===== config.mk =====
export PLATFORM = sky130hd
export DESIGN_NAME = fft_sched
export DESIGN_NICKNAME = d
export VERILOG_FILES = /design/src/rtl/fft_pkg.sv /design/src/rtl/fft_bitrev.sv /design/src/rtl/fft_sched.sv
export SDC_FILE = /design/constraint.sdc
export NUM_CORES = 1
export LEC_CHECK = 0
export ABC_AREA = 1
export BUFFER_PORTS_ARGS = -buffer_cell sky130_fd_sc_hd__buf_2
export CORE_MARGIN = 4
export CORE_UTILIZATION = 40
export DETAILED_ROUTE_END_ITERATION = 6
export PLACE_DENSITY = 0.65
export SETUP_SLACK_MARGIN = 0.2
export SYNTH_ARGS = -nofsm -noshare
export SYNTH_HDL_FRONTEND = slang
export SYNTH_SLANG_ARGS = --single-unit

===== constraint.sdc =====
create_clock -name clk -period 5.4 [get_ports clk]
set_clock_uncertainty 0.15 [all_clocks]
set_input_delay 0.81 -clock clk [delete_from_list [all_inputs] [get_ports clk]]
set_output_delay 0.81 -clock clk [all_outputs]
set_load 0.03 [all_outputs]

===== src/rtl/fft_pkg.sv =====
// Shared FFT constants, RAM word layout and scheduler state encoding.
// Compile-time option for the scheduler: FFT_SCHED_BITREV_EN.
package fft_pkg;

   localparam int LOG2N = 12;
   localparam int N     = 1 << LOG2N;

   typedef struct packed {
      logic signed [15:0] re;   // [31:16]
      logic signed [15:0] im;   // [15:0]
   } word_t;

   typedef enum logic [2:0] {
      IDLE,
      BITREV,
      STAGE,
      DRAIN,
      DONE
   } state_t;

   // Largest i with i < bitrev(i): top pairs of bits mirror as ones, the
   // innermost pair is 0/1, everything else is one.
   function automatic int last_swap(input int log2n);
      return ((1 << log2n) - 1) - (1 << ((log2n + 1) / 2));
   endfunction

endpackage


===== src/rtl/fft_bitrev.sv =====
// Combinational W-bit reversal, shared by the scheduler and the datapath.
// Latency: 0 cycles. Backpressure: none (pure logic).
module fft_bitrev #(
   parameter int W = 12
) (
   input  logic [W-1:0] din,
   output logic [W-1:0] dout
);

   for (genvar j = 0; j < W; j++) begin : g_rev
      assign dout[j] = din[W-1-j];
   end

endmodule


===== src/rtl/fft_sched.sv =====
// Radix-2 FFT op scheduler: optional bit-reverse swap pass (FFT_SCHED_BITREV_EN), then LOG2N butterfly stages.
// Latency: first op valid the cycle after start is accepted, then 1 op/cycle.
// Backpressure: op_valid/op_ready handshake; op_valid drops while MAX_OUT ops await wb_done.
module fft_sched #(
   parameter int LOG2N   = fft_pkg::LOG2N,
   parameter int MAX_OUT = 8
) (
   input  logic             clk,
   input  logic             reset,
   input  logic             start,
   output logic             busy,
   output logic             done,
   output logic             err,
   output logic             op_valid,
   input  logic             op_ready,
   output logic             op_swap,
   output logic [LOG2N-1:0] op_addr_a,
   output logic [LOG2N-1:0] op_addr_b,
   output logic [LOG2N-2:0] op_tw_idx,
   output logic [3:0]       op_stage,
   output logic             op_last,
   input  logic             wb_done
);

   localparam int CW = $clog2(MAX_OUT + 1);
   localparam int KW = LOG2N - 1;

   import fft_pkg::*;

   state_t           state, state_nx;
   logic [LOG2N-1:0] idx, idx_nx;
   logic [3:0]       stage, stage_nx;
   logic             from_rev, from_rev_nx;
   logic [CW-1:0]    outst;
   logic             room, xfer;

   // Butterfly addressing: the low s bits of k stay in place, the rest
   // shift up one to open the gap of width half between a and b.
   logic [KW-1:0]    k;
   logic [LOG2N-1:0] kx, half, lomask, bf_a, bf_b;
   logic [KW-1:0]    tw;
   logic [3:0]       twsh;

   assign k      = idx[KW-1:0];
   assign kx     = {1'b0, k};
   assign half   = LOG2N'(1) << stage;
   assign lomask = ~({LOG2N{1'b1}} << stage);
   assign bf_a   = ((kx & ~lomask) << 1) | (kx & lomask);
   assign bf_b   = bf_a | half;
   assign twsh   = 4'(KW) - stage;
   assign tw     = (k & lomask[KW-1:0]) << twsh;

`ifdef FFT_SCHED_BITREV_EN
   localparam logic [LOG2N-1:0] LAST_SWAP = LOG2N'(last_swap(LOG2N));
   logic [LOG2N-1:0] rev;
   logic             swap_hit;

   fft_bitrev #(.W(LOG2N)) u_rev (
      .din  (idx),
      .dout (rev)
   );

   assign swap_hit = idx < rev;
`endif

   assign room = outst != CW'(MAX_OUT);
   assign xfer = op_valid & op_ready;
   assign busy = (state == BITREV) || (state == STAGE) || (state == DRAIN);
   assign done = state == DONE;

   // Op presentation is a pure function of held state, so a stalled op
   // stays put until the handshake completes.
   always_comb begin
      op_valid  = 1'b0;
      op_swap   = 1'b0;
      op_addr_a = '0;
      op_addr_b = '0;
      op_tw_idx = '0;
      op_stage  = '0;
      op_last   = 1'b0;
      if (state == STAGE && room) begin
         op_valid  = 1'b1;
         op_addr_a = bf_a;
         op_addr_b = bf_b;
         op_tw_idx = tw;
         op_stage  = stage;
         op_last   = k == '1;
      end
`ifdef FFT_SCHED_BITREV_EN
      if (state == BITREV && room && swap_hit) begin
         op_valid  = 1'b1;
         op_swap   = 1'b1;
         op_addr_a = idx;
         op_addr_b = rev;
         op_last   = idx == LAST_SWAP;
      end
`endif
   end

   always_comb begin
      state_nx    = state;
      idx_nx      = idx;
      stage_nx    = stage;
      from_rev_nx = from_rev;
      case (state)
         IDLE: begin
            if (start) begin
               stage_nx    = '0;
               from_rev_nx = 1'b0;
`ifdef FFT_SCHED_BITREV_EN
               // index 0 never swaps; the accept cycle stands in for its scan slot
               state_nx    = BITREV;
               idx_nx      = LOG2N'(1);
`else
               state_nx    = STAGE;
               idx_nx      = '0;
`endif
            end
         end
`ifdef FFT_SCHED_BITREV_EN
         BITREV: begin
            if (!swap_hit || xfer) begin
               if (idx == '1) begin
                  state_nx    = DRAIN;
                  from_rev_nx = 1'b1;
               end else begin
                  idx_nx = idx + LOG2N'(1);
               end
            end
         end
`endif
         STAGE: begin
            if (xfer) begin
               if (k == '1) begin
                  state_nx = DRAIN;
               end else begin
                  idx_nx = idx + LOG2N'(1);
               end
            end
         end
         DRAIN: begin
            if (outst == '0) begin
               state_nx = STAGE;
               idx_nx   = '0;
               if (from_rev) begin
                  from_rev_nx = 1'b0;
               end else if (stage == 4'(LOG2N - 1)) begin
                  state_nx = DONE;
               end else begin
                  stage_nx = stage + 4'd1;
               end
            end
         end
         DONE:    state_nx = IDLE;
         default: state_nx = IDLE;
      endcase
   end

   always_ff @(posedge clk or posedge reset) begin
      if (reset) begin
         state    <= IDLE;
         idx      <= '0;
         stage    <= '0;
         from_rev <= 1'b0;
         outst    <= '0;
         err      <= 1'b0;
      end else begin
         state    <= state_nx;
         idx      <= idx_nx;
         stage    <= stage_nx;
         from_rev <= from_rev_nx;
         if (state == IDLE && start) begin
            outst <= '0;
            err   <= 1'b0;
         end else begin
            // a writeback with nothing in flight is flagged, never underflowed
            if (wb_done && outst == '0) begin
               err <= 1'b1;
            end
            case ({xfer, wb_done})
               2'b10:   outst <= outst + CW'(1);
               2'b01:   if (outst != '0) outst <= outst - CW'(1);
               default: ;
            endcase
         end
      end
   end

endmodule


# == Yosys cells after proc, flatten, opt, wreduce, memory -nomap -nowiden ==
# Cells that the tools add are included.
# word_totals
output_inout_bits,45
reg_bits,25
elab_cells,87
# classes
eq_ne,17
shift,3
mux,31
bitwise_logic,8
addsub,5
reduce_logical,17
# ops
op,count
12-bit two-way mux,6
12-bit case mux with 3 select lines,1
4-bit two-way mux,7
12-bit OR,2
11-bit bitwise AND,2
3-bit two-way mux,6
4-bit case mux with 2 select lines,2
12-bit by 1-bit adder with 12-bit output (second input constant),1
11-bit by 12-bit bitwise AND with 12-bit output,1
12-bit NOT,1
1-bit by 4-bit << shifter with 12-bit output (first input constant),1
12-bit by 4-bit << shifter with 12-bit output (first input constant),1
11-bit equality test (second input constant),1
11-bit two-way mux,1
11-bit NOT,1
11-bit by 4-bit << shifter with 11-bit output,1
2-bit != test (second input constant),5
5-bit AND reduction,2
3-bit case mux with 3 select lines,1
4-bit by 1-bit adder with 4-bit output (second input constant),2
3-bit by 2-bit equality test with 1-bit output (second input constant),2
1-bit two-way mux,6
3-bit nonzero test,2
4-bit equality test (second input constant),1
20 further kinds,25

# == Depth between registers and ports, before layout ==
# depth
ltp_word,7
depth_mapped,14
depth_no_buf,14

# == Worst setup path after synthesis ==
# No wires, ideal clock.
# synth_timing
path_type,reg2out
from,reg stage[0]
to,out op_tw_idx[4]
path_stages_with_launch,12
t_arrival_ps,2446
slack_ps,1994
cell_sequence,dfrtp_1 -> buf_2 -> clkinv_1 -> clkbuf_1 -> ha_1 -> o21ai_0 -> nand2_1 -> nand2_1 -> nand2_1 -> nand2_1 -> o21ai_0 -> o21ai_0
# synth_via
elab_chain_len,5
word_cells_on_any_way,6
cone_classes,add/sub: 1; shift: 2; mux: 1; bitwise: 2
# synth_lines
item,line,source
"start, declared",fft_sched.sv:32,"logic [3:0] stage, stage_nx;"
"start signal, assigned",fft_sched.sv:170,stage <= stage_nx;
12-bit by 4-bit << shifter with 12-bit output,fft_sched.sv:47,assign lomask = ~({LOG2N{1'b1}} << stage);
12-bit NOT,fft_sched.sv:47,
11-bit bitwise AND,fft_sched.sv:51,assign tw = (k & lomask[KW-1:0]) << twsh;
11-bit by 4-bit << shifter with 11-bit output (*),fft_sched.sv:51,
11-bit two-way mux (*),fft_sched.sv:81,if (state == STAGE && room) begin
"end, declared",fft_sched.sv:19,"output logic [LOG2N-2:0] op_tw_idx,"
# Mark *: on every way between the ends. The rest lies on a longest branch, timed or not.

# == Final worst setup path ==
# layout_timing
from,reg stage[0]
to,out op_tw_idx[9]
# Same word-level chain as after synthesis.

==> summary.md <==
| Metric | Value |
|---|---|
| Vias in the first global route | `2293` |
| Leak pwr | `1.39 nW` |
| CTS tree | `done` |
| Antenna fix cells | `0` |
| Worst slew margin | `39.0%` |
| DRT Pass-1 Iters | `5` |
| Routed length per placed instance | `13.6 um` |
| Most frequent cell after synthesis | `nand2_1` |
| Synth Flop Type | `dfrtp_1` |
| Post-CTS Hold Buffers | `0` |
| Sink Count | `23` |
| Area delta synth->final | `14.4%` |
| CP Data Required Time | `4.44 ns` |
| Critical Path Fanout Max | `19` |
| Net count, final | `423` |
| Post-synth ARST share | `100%` |
| CP endpoint kind | `output port` |
| Largest net degree at the start of global routing | `24` |
| Worst-path clk slew | `0.08 ns` |
| Post-CTS setup repair buffer count | `0` |
| Level count of the clock H-tree | `1` |
| Drt first-iter violations | `292` |
| Sequential fraction of the synthesis area | `25.1%` |
| Clock Latency Late Sink | `0.27 ns` |
| Top post-synthesis cells by count | `nand2_1, inv_1, o21ai_0` |
| Post-Synthesis Mean Instance Area | `6.33 sq um` |
| Gate Count Post-Synth | `362` |
| FILL cells | `601` |
| Root buf cell | `clkbuf_8` |
| Max stage delay cell, worst path | `dfrtp_1` |
| Initial antenna violation count | `0` |
| Final setup viols | `0` |
| Hold/Removal Path Class | `register to register` |
| Total track usage | `18.5%` |
| Synth unique cells | `38` |
| Core region area | `0.00554 sq mm` |
| RePlAce Congestion | `0.906` |
| Top cell type's share of synthesized area | `25.1%` |
| Final TNS setup | `0 ns` |
| Ports | `50` |
| Leading area contributor after synthesis | `dfrtp_1` |
| Worst path arrival time | `3.07 ns` |
| Pre-CTS setup slack | `1.75 ns` |
| First-pass GRT wire length | `11000 um` |
| Routed WL | `6460 um` |
| Crit path kind | `register to output port` |
| Actual slew at the worst max-slew pin | `0.914 ns` |
| Via count | `2522` |
| Slowest stage delay, CP | `0.54 ns` |
| Cts repair resizes | `0` |
| Die Span X | `83.7 um` |
| Synth top area cells | `dfrtp_1, nand2_1, inv_1` |
| Total CTS buffers | `3` |
| DRT antenna net count | `0` |
| Crit path top cell by count | `nand2_1` |
| Die area | `0.00700 sq mm` |
| Max cap viols | `0` |
| Setup crit start kind | `register` |
| Period utilisation layout | `74.6%` |
| Synthesized cell area | `0.00229 sq mm` |
| DRC Markers | `0` |
| R2r setup slk | `2.65 ns` |
| Setup ws final | `1.37 ns` |
| Delay-heaviest family, CP | `buffers and inverters` |
| PD cells | `626 mW/mm^2` |
| Port bufs | `48` |
| Post-synth EDFFs | `0` |
| Seq cells post-synth | `23` |
| Hold Vio Cnt, Final | `0` |
| CTS max path bufs | `2` |
| Status | `finished clean` |
| Final min period | `4.03 ns` |
| Grt ovf | `0` |
| Max-slew violation count | `0` |
| F_max | `248 MHz` |
| Peak supply drop | `0.302 mV` |
| Crit path cell chain | `clkinv_1, ha_1, o21ai_0, nand2_1, nand2_1, o21ai_0, nand2_1, o21ai_0, nand2_1, a21oi_1, nor2_1, buf_2` |
| Synth warnings | `0` |
| Initial Util | `41.4%` |
| DP HPWL | `5120 um` |
| Vias per Instance | `5.29` |
| Syn Nets | `379` |
| Layout cell share with drive strength beyond 1 | `16.3%` |
| RSZ-0062 raised after global routing | `no` |
| Die Span Y | `83.7 um` |
| CP bufs+invs | `2` |
| # rows | `27` |
-- placed cells by master (no fill, tap or decap), types with 5 or more instances in the layout --
cell type / n
nand2_1: 90
inv_1: 54
buf_2: 48
o21ai_0: 40
nor2_1: 38
nand3_1: 26
dfrtp_1: 23
a21oi_1: 16
ha_1: 12
nor3_1: 7
o22ai_1: 6
xor2_1: 5
-- power breakdown --
group	switching [mW]	leakage, nW	total (mW)	internal (mW)
Clock	0.0609	0.0255	0.113	0.0517
Sequential	0.0854	0.291	0.313	0.228
Combinational	0.868	1.08	1.21	0.346
Total	1.01	1.39	1.64	0.625
-- flip-flops by register name, summed over array words and instances, names as in the netlist --
name and cells:
idx 11, outst 4, stage 4, state 3, err 1
-- area by class of cell --
cell class	count	area [sq um]	area share, %
Timing Repair Buffer	48	240	9.17
Multi-Input combinational cell	273	1450	55.5
Clock inverter	1	5.00	0.191
Tap cell	72	90.1	3.44
Clock buffer	3	41.3	1.58
Inverter	57	214	8.17
Sequential cell	23	576	22.0
-- per-layer routing --
| layer | track usage [%] | vias to the layer above | share of wire, % |
|---|---|---|---|
| li1 | - | 1261 | - |
| met1 | 26.8 | 1163 | 48 |
| met2 | 29.8 | 94 | 45 |
| met3 | 2.27 | 4 | 6.5 |
| met4 | 3.22 | 0 | 0.51 |
| met5 | 0 | - | 0 |
-- logic make-up after synthesis --
family	share of synthesized area [%]
multiplexers	0.437
other	0.164
XOR/XNOR	2.29
adder cells (fa/ha/maj)	6.55
flip-flops	25.1
buffers and inverters	11.4
AO/OA/AOI/OAI	19.3
AND/OR/NAND/NOR	34.7
-- worst paths after layout --
check,start,to,cells after the start
worst max-delay path,stage[0],op_tw_idx[9],12
worst min-delay path,err,err,1
worst max register to register,stage[2],stage[3],8
worst min register to register,err,err,1
max in group asynchronous,reset,stage[2],2
min in group asynchronous,reset,idx[9],2
-- stage by stage --
| stage | cell area [sq um] | power [mW] | util (%) | hold slack (ns) | instances |
|---|---|---|---|---|---|
| after global placement | 2570 | 1.52 | 46.5 | 0.331 | 473 |
| after floorplan | 2290 | 1.21 | - | 0.344 | 362 |
| after CTS | 2620 | 1.64 | 47.3 | 0.354 | 477 |
| after global routing | 2620 | 1.78 | 47.3 | 0.400 | 477 |
| after detailed placement | 2570 | 1.52 | 46.5 | 0.333 | 473 |
| final | 2620 | 1.64 | 47.3 | 0.351 | 477 |
Note: power is estimated with default switching activity, not from simulation.
